===== config.mk =====
export PLATFORM = sky130hd
export DESIGN_NAME = rx_pkt_reader
export DESIGN_NICKNAME = d
export VERILOG_FILES = /design/src/rtl/rx_pkt_reader_pkg.sv /design/src/rtl/rx_pkt_skid_fifo.sv /design/src/rtl/rx_pkt_reader.sv
export SDC_FILE = /design/constraint.sdc
export NUM_CORES = 1
export LEC_CHECK = 0
export ABC_AREA = 1
export CORE_ASPECT_RATIO = 0.7
export CORE_UTILIZATION = 60
export DETAILED_ROUTE_END_ITERATION = 10
export GPL_TIMING_DRIVEN = 1
export PLACE_DENSITY = 0.83
export REMOVE_ABC_BUFFERS = 1
export SLEW_MARGIN = 20
export SYNTH_ARGS = -nofsm -noshare
export SYNTH_HDL_FRONTEND = slang
export SYNTH_SLANG_ARGS = --single-unit

===== constraint.sdc =====
create_clock -name clock -period 4.9 [get_ports clock]
set_input_delay 0.98 -clock clock [delete_from_list [all_inputs] [get_ports clock]]
set_output_delay 0.98 -clock clock [all_outputs]
set_load 0.03 [all_outputs]

===== src/rtl/rx_pkt_reader_pkg.sv =====
// rtl/rx_pkt_reader_pkg.sv - shared types and constants for the RX packet buffer reader
package rx_pkt_reader_pkg;

  typedef enum logic [1:0] {
    IDLE,
    READ,
    DRAIN,
    GAP
  } state_t;

  localparam int SKID_DEPTH = 3;

  // Completion status codes, shared with the packet generator
  localparam logic [1:0] STAT_OK      = 2'd0;
  localparam logic [1:0] STAT_BAD_LEN = 2'd1;

endpackage


===== src/rtl/rx_pkt_skid_fifo.sv =====
// rtl/rx_pkt_skid_fifo.sv - 3-entry shift-register skid FIFO of {data, sop, eop}
import rx_pkt_reader_pkg::*;

module rx_pkt_skid_fifo #(
  parameter int DATAWIDTH = 8
) (
  input  logic                 clock,
  input  logic                 reset,
  input  logic                 push,
  input  logic [DATAWIDTH-1:0] push_data,
  input  logic                 push_sop,
  input  logic                 push_eop,
  input  logic                 pop,
  output logic [DATAWIDTH-1:0] head_data,
  output logic                 head_sop,
  output logic                 head_eop,
  output logic                 head_valid,
  output logic [1:0]           occ
);

  logic [DATAWIDTH+1:0] entry_q [SKID_DEPTH];
  logic [1:0]           wr_idx;

  // Entry 0 is always the head; a pop shifts everything down one slot
  assign wr_idx = pop ? (occ - 2'd1) : occ;

  always_ff @(posedge clock) begin
    if (reset) begin
      occ <= '0;
      for (int i = 0; i < SKID_DEPTH; i++) entry_q[i] <= '0;
    end else begin
      if (pop) begin
        for (int i = 0; i < SKID_DEPTH - 1; i++) entry_q[i] <= entry_q[i+1];
      end
      if (push) entry_q[wr_idx] <= {push_data, push_sop, push_eop};
      occ <= occ + {1'b0, push} - {1'b0, pop};
    end
  end

  assign {head_data, head_sop, head_eop} = entry_q[0];
  assign head_valid = (occ != 2'd0);

endmodule


===== src/rtl/rx_pkt_reader.sv =====
// rtl/rx_pkt_reader.sv - replays a packet from the RX buffer RAM as a byte stream with inter-frame gap
import rx_pkt_reader_pkg::*;

module rx_pkt_reader #(
  parameter int DATAWIDTH  = 8,
  parameter int ADDRWIDTH  = 11,
  parameter int ADDRDEPTH  = 2048,
  parameter int IFG_CYCLES = 12
) (
  input  logic                 clock,
  input  logic                 reset,
  input  logic                 start,
  input  logic [ADDRWIDTH-1:0] start_addr,
  input  logic [ADDRWIDTH:0]   pkt_len,
  output logic [ADDRWIDTH-1:0] rdaddress,
  input  logic [DATAWIDTH-1:0] q,
  output logic [DATAWIDTH-1:0] out_data,
  output logic                 out_valid,
  output logic                 out_sop,
  output logic                 out_eop,
  input  logic                 out_ready,
  output logic                 busy,
  output logic                 done,
  output logic                 err
);

  localparam logic [ADDRWIDTH-1:0] LAST_ADDR = ADDRWIDTH'(ADDRDEPTH - 1);
  localparam logic [ADDRWIDTH:0]   MAX_LEN   = (ADDRWIDTH + 1)'(ADDRDEPTH);

  state_t             state, next_state;
  logic [ADDRWIDTH:0] rd_remaining, out_remaining;
  logic [15:0]        gap_cnt;
  logic               inflight, first_pending, done_q;
  logic [1:0]         status_q, fifo_occ;
  logic               len_ok, accept, reject, issue, pop, last_hs;

  assign len_ok  = (pkt_len != '0) && (pkt_len <= MAX_LEN);
  assign pop     = out_valid && out_ready;
  assign last_hs = pop && (out_remaining == (ADDRWIDTH + 1)'(1));

  always_ff @(posedge clock) begin
    if (reset) state <= IDLE;
    else       state <= next_state;
  end

  always_comb begin
    next_state = state;
    accept     = 1'b0;
    reject     = 1'b0;
    issue      = 1'b0;
    case (state)
      IDLE: begin
        if (start && len_ok) begin
          accept     = 1'b1;
          next_state = READ;
        end else if (start) begin
          reject = 1'b1;
        end
      end
      READ: begin
        // Bytes in the FIFO plus the one in the RAM pipe never exceed the skid depth
        issue = (rd_remaining != '0) &&
                (({1'b0, fifo_occ} + {2'b0, inflight}) < 3'(SKID_DEPTH));
        if (issue && rd_remaining == (ADDRWIDTH + 1)'(1)) next_state = DRAIN;
      end
      DRAIN: if (last_hs) next_state = GAP;
      GAP:   if (gap_cnt == '0) next_state = IDLE;
      default: next_state = IDLE;
    endcase
  end

  always_ff @(posedge clock) begin
    if (reset) begin
      rdaddress     <= '0;
      rd_remaining  <= '0;
      out_remaining <= '0;
      gap_cnt       <= '0;
      inflight      <= 1'b0;
      first_pending <= 1'b0;
      done_q        <= 1'b0;
      status_q      <= STAT_OK;
    end else begin
      done_q   <= 1'b0;
      inflight <= issue;
      if (accept) begin
        rdaddress     <= start_addr;
        rd_remaining  <= pkt_len;
        out_remaining <= pkt_len;
        first_pending <= 1'b1;
      end
      if (issue) begin
        rdaddress    <= (rdaddress == LAST_ADDR) ? '0 : rdaddress + 1'b1;
        rd_remaining <= rd_remaining - 1'b1;
      end
      if (inflight) first_pending <= 1'b0;
      if (pop) out_remaining <= out_remaining - 1'b1;
      if (reject) begin
        done_q   <= 1'b1;
        status_q <= STAT_BAD_LEN;
      end
      if (state == DRAIN && last_hs) begin
        done_q   <= 1'b1;
        status_q <= STAT_OK;
        gap_cnt  <= 16'(IFG_CYCLES);
      end else if (state == GAP && gap_cnt != '0) begin
        gap_cnt <= gap_cnt - 1'b1;
      end
    end
  end

  // The byte landing now is the last one once no reads remain to be issued
  rx_pkt_skid_fifo #(.DATAWIDTH(DATAWIDTH)) u_skid (
    .clock      (clock),
    .reset      (reset),
    .push       (inflight),
    .push_data  (q),
    .push_sop   (first_pending),
    .push_eop   (rd_remaining == '0),
    .pop        (pop),
    .head_data  (out_data),
    .head_sop   (out_sop),
    .head_eop   (out_eop),
    .head_valid (out_valid),
    .occ        (fifo_occ)
  );

  assign busy = (state != IDLE);
  assign done = done_q;
  assign err  = done_q && (status_q == STAT_BAD_LEN);

endmodule


==> impl_metrics.env <==
export IMPL_cts_path_max_buffers=2
export IMPL_regToRegStartpoint="u_skid.occ[1]"
export IMPL_htree_num_levels=3
export IMPL_nature_of_the_critical_path_startpoint="input pin"
export IMPL_dr_total_vias=4788
export IMPL_dr_pass1_iters=8
export IMPL_required_ns=4.89
export IMPL_first_global_vias=4461
export IMPL_fin_worst_skew_ns=0.005624
export IMPL_fin_crit_ns=3.408
export IMPL_syn_avg_cell_area_sq_um=7.255
export IMPL_postSynthCellCount=695
export IMPL_post_synthesis_cell_area_sq_um=5042
export IMPL_synth_area_leaders="sky130_fd_sc_hd__dfxtp_1, sky130_fd_sc_hd__edfxtp_1, sky130_fd_sc_hd__nand2_1, sky130_fd_sc_hd__nor2_1, sky130_fd_sc_hd__o21ai_0"
export IMPL_track_usage=0.2936
export IMPL_crit_arrival_ns=3.40
export IMPL_min_delay_start="status_q[0]"
export IMPL_fp_dieW_um=111.6
export IMPL_tritoncts_clock_tree="yes"
export IMPL_drt_antenna_violating_nets=0
export IMPL_finalHoldViolCount=0
export IMPL_final_fill_count=599
export IMPL_totalNegativeSetupSlack_ns=0
export IMPL_synthesis_yosys_warnings=0
export IMPL_synth_sequential_area_ratio=0.4129
export IMPL_initial_antenna_violation_count=0
export IMPL_worstSkewPairLatency_ns=0.34
export IMPL_slowest_delay_ns=0.58
export IMPL_cts_resized=0
export IMPL_final_util=0.7475
export IMPL_start_util=0.6298
export IMPL_power_share_switching=0.4186
export IMPL_finish_instance_area_sq_um=5984
export IMPL_status="complete, but fails checks"
export IMPL_viasPerCell=5.626
export IMPL_met3_length_um=959
export IMPL_worstSetupStartpoint="out_ready"
export IMPL_ws_path_type="input pin to flop"
export IMPL_cts_clk_slew_worst_paths_ns=0.06
export IMPL_design_final_nets=797
export IMPL_timing_hold_worst_class="flop to flop"
export IMPL_drt_met1_wl_mm=5.368
export IMPL_regToRegEndpoint="u_skid.entry_q[1][6]"
export IMPL_power_switching_mw=1.432
export IMPL_internal_power_mw=1.989
export IMPL_pre_cts_ws_ns=1.178
export IMPL_worst_r2r_cell_count=10
export IMPL_floorplan_die_height_um=78.70
export IMPL_detail_route_wl_per_cell_um=14.22
export IMPL_number_of_antenna_cells_inserted=0
export IMPL_yosys_area_share_xor_xnor=0.03995
export IMPL_timing_critical_path_mode_cell="sky130_fd_sc_hd__inv_1"
export IMPL_clock_tree_root_cell="sky130_fd_sc_hd__clkbuf_16"
export IMPL_mostFrequentLayoutCell="sky130_fd_sc_hd__nand2_1"
export IMPL_postSynthRegisterBits=89
export IMPL_report_final_slew_viol_count=0
export IMPL_path_cells="clkdlybuf4s50_1, inv_1, nor2_2, buf_4, inv_1, nand2_1, o21ai_1, inv_1, nand4_1, nand2_1"
export IMPL_rsz0062_at_grt="false"
export IMPL_drive_gt1_frac=0.05067
export IMPL_synth_top_family_by_area="simple AND/OR/NAND/NOR gates"
export IMPL_slew_at_the_pin_closest_to_its_max_slew_limit_ns=0.6706
export IMPL_dr_first_iter_drc_count=414
export IMPL_drc_errors=6
export IMPL_grt_start_max_net_pins=38
export IMPL_synth_simple_gate_area_frac=0.3149
export IMPL_synth_compound_gate_area_share=0.1114
export IMPL_timing_critical_path_slowest_stage_cell="sky130_fd_sc_hd__nand2_1"
export IMPL_finalSetupViolations=0
export IMPL_cp_max_fo=21
export IMPL_final_cycle_utilization_of_the_critical_path=0.6955
export IMPL_proportion_of_power_drawn_by_the_clock_network=0.225
export IMPL_io_buffer_count=59
export IMPL_floorplan_rows=27
export IMPL_floorplan_die_area_sq_um=8781
export IMPL_dpl_hpwl_mm=8.551
export IMPL_peakVddDrop_mv=0.3282
export IMPL_cts_hold_repair_buffers=0
export IMPL_synth_cell_types=39
export IMPL_global_route_overflow_total=0
export IMPL_synth_top_cell_area_share=0.2342
export IMPL_highest_layer="met4"
export IMPL_route_met2_wl_mm=5.615
export IMPL_cts_setup_buffers=0
export IMPL_core_area_sq_um=8006
export IMPL_power_density_nw_per_um2=571.7
export IMPL_whs_endpoint="status_q[0]"
export IMPL_worst_hold_path_num_cells=2
export IMPL_holdWs_ns=0.4586
export IMPL_synthAdderAreaFrac=0.03970
export IMPL_seq_pwr_share=0.321
export IMPL_finalWeightedCongestion=0.8915
export IMPL_power_frac_comb=0.453
export IMPL_maxCapViolations=0
export IMPL_cts_inserted_buffers=9
export IMPL_worst_slack_ns=1.492
export IMPL_ff2ff_setup_slack_ns=1.91
export IMPL_total_leakage_power_nw=2.606
export IMPL_placed_area_sq_um=5652
export IMPL_violations="design-rule violations"
export IMPL_num_io_pins=60
export IMPL_max_fclk_mhz=293.4
export IMPL_numClockSinks=89
export IMPL_layout_area_overhead_vs_synth_pct=18.68
export IMPL_grt_pass1_wl_mm=20.38
export IMPL_synth_top_cell_by_area="sky130_fd_sc_hd__dfxtp_1"
export IMPL_worst_slew_margin_rel=0.5516
export IMPL_synth_mux_area_frac=0
export IMPL_wirelength_mm=12.10
export IMPL_layout_common_cells="sky130_fd_sc_hd__nand2_1, sky130_fd_sc_hd__nor2_1, sky130_fd_sc_hd__inv_1"
export IMPL_timing_critical_path_to_type="flop"
## kinds of logic (layout without fill, tap and decap cells)
family	Yosys count	count (layout)
AOI/OAI and AO/OA	109	109
xor gates and xnor gates	23	23
and+or+nand+nor	364	364
DFF	89	89
adders and majority gates	16	16
buffers and inverters	94	149
## sequential cells by signal, summed over array words and instances, names as in the netlist, 2 cells and up
signal	flops
gap_cnt	16
out_remaining	12
rd_remaining	12
rdaddress	11
state	2
u_skid.entry_q	30
u_skid.occ	2
## layout make-up
type / count / area (sq um) / share of cell area
Multi-Input combinational cell: 512 / 2551 / 0.4263
Sequential cell: 89 / 2082 / 0.3479
Timing Repair Buffer: 63 / 620.6 / 0.1037
Inverter: 71 / 271.5 / 0.04537
Clock buffer: 10 / 229.0 / 0.03826
Tap cell: 101 / 126.4 / 0.02112
Clock inverter: 5 / 103.9 / 0.01735
## how the worst max path moves through the flow
stage and endpoint:
3_5_place_dp u_skid.entry_q[1][4], 4_1_cts u_skid.entry_q[1][4], 3_3_place_gp u_skid.entry_q[1][4], 6_report u_skid.entry_q[1][6], 5_1_grt u_skid.entry_q[1][0], 2_1_floorplan u_skid.entry_q[1][0]
## power groups by stage
stage / Combinational, mW / Sequential, mW / Clock (mW)
after floorplan: 0.983 / 1.20 / 0
after global placement: 1.48 / 1.10 / 0
after detailed placement: 1.52 / 1.11 / 0
after CTS: 1.54 / 1.09 / 0.785
after global routing: 1.72 / 1.12 / 0.814
final: 1.55 / 1.10 / 0.771
## metal layers
| layer | GRT usage | vias to the layer above |
|---|---|---|
| met1 | 0.3781 | 2211 |
| met2 | 0.4813 | 201 |
| met4 | 0.1041 | 0 |
| met3 | 0.07710 | 15 |
| li1 | - | 2361 |
| met5 | 0 | - |
## through the flow
stage / total power [mW] / instances
finish: 3.421 / 851
global route: 3.660 / 851
floorplan: 2.184 / 672
CTS: 3.420 / 851
detailed placement: 2.627 / 836
global placement: 2.584 / 836
## critical path, delay by kind of cell
kind	cells	cell delay (ns)
buffers and inverters	5	1.03
AOI/OAI and AO/OA	1	0.09
and+or+nand+nor	4	1.29
## Yosys cell counts
| master | number |
|---|---|
| sky130_fd_sc_hd__a211oi_1 | 2 |
| sky130_fd_sc_hd__a21oi_1 | 40 |
| sky130_fd_sc_hd__a22oi_1 | 1 |
| sky130_fd_sc_hd__a31oi_1 | 2 |
| sky130_fd_sc_hd__and2_1 | 1 |
| sky130_fd_sc_hd__buf_2 | 5 |
| sky130_fd_sc_hd__buf_4 | 3 |
| sky130_fd_sc_hd__buf_6 | 3 |
| sky130_fd_sc_hd__buf_8 | 1 |
| sky130_fd_sc_hd__clkbuf_1 | 11 |
| sky130_fd_sc_hd__clkinv_1 | 2 |
| sky130_fd_sc_hd__dfxtp_1 | 59 |
| sky130_fd_sc_hd__edfxtp_1 | 30 |
| sky130_fd_sc_hd__ha_1 | 16 |
| sky130_fd_sc_hd__inv_1 | 67 |
| sky130_fd_sc_hd__inv_2 | 1 |
| sky130_fd_sc_hd__inv_6 | 1 |
| sky130_fd_sc_hd__nand2_1 | 149 |
| sky130_fd_sc_hd__nand2_2 | 3 |
| sky130_fd_sc_hd__nand2_4 | 4 |
| sky130_fd_sc_hd__nand3_1 | 48 |
| sky130_fd_sc_hd__nand3_2 | 1 |
| sky130_fd_sc_hd__nand3_4 | 1 |
| sky130_fd_sc_hd__nand3b_1 | 3 |
| sky130_fd_sc_hd__nand4_1 | 11 |
| sky130_fd_sc_hd__nor2_1 | 121 |
| sky130_fd_sc_hd__nor2_2 | 3 |
| sky130_fd_sc_hd__nor2_4 | 1 |
| sky130_fd_sc_hd__nor2_8 | 1 |
| sky130_fd_sc_hd__nor3_1 | 12 |
| sky130_fd_sc_hd__nor3_2 | 1 |
| sky130_fd_sc_hd__o21ai_0 | 54 |
| sky130_fd_sc_hd__o21ai_1 | 8 |
| sky130_fd_sc_hd__o21ai_2 | 1 |
| sky130_fd_sc_hd__o31ai_1 | 1 |
| sky130_fd_sc_hd__or2_1 | 2 |
| sky130_fd_sc_hd__or2_2 | 2 |
| sky130_fd_sc_hd__xnor2_1 | 7 |
| sky130_fd_sc_hd__xor2_1 | 16 |
(Power assumes the default switching activity.)
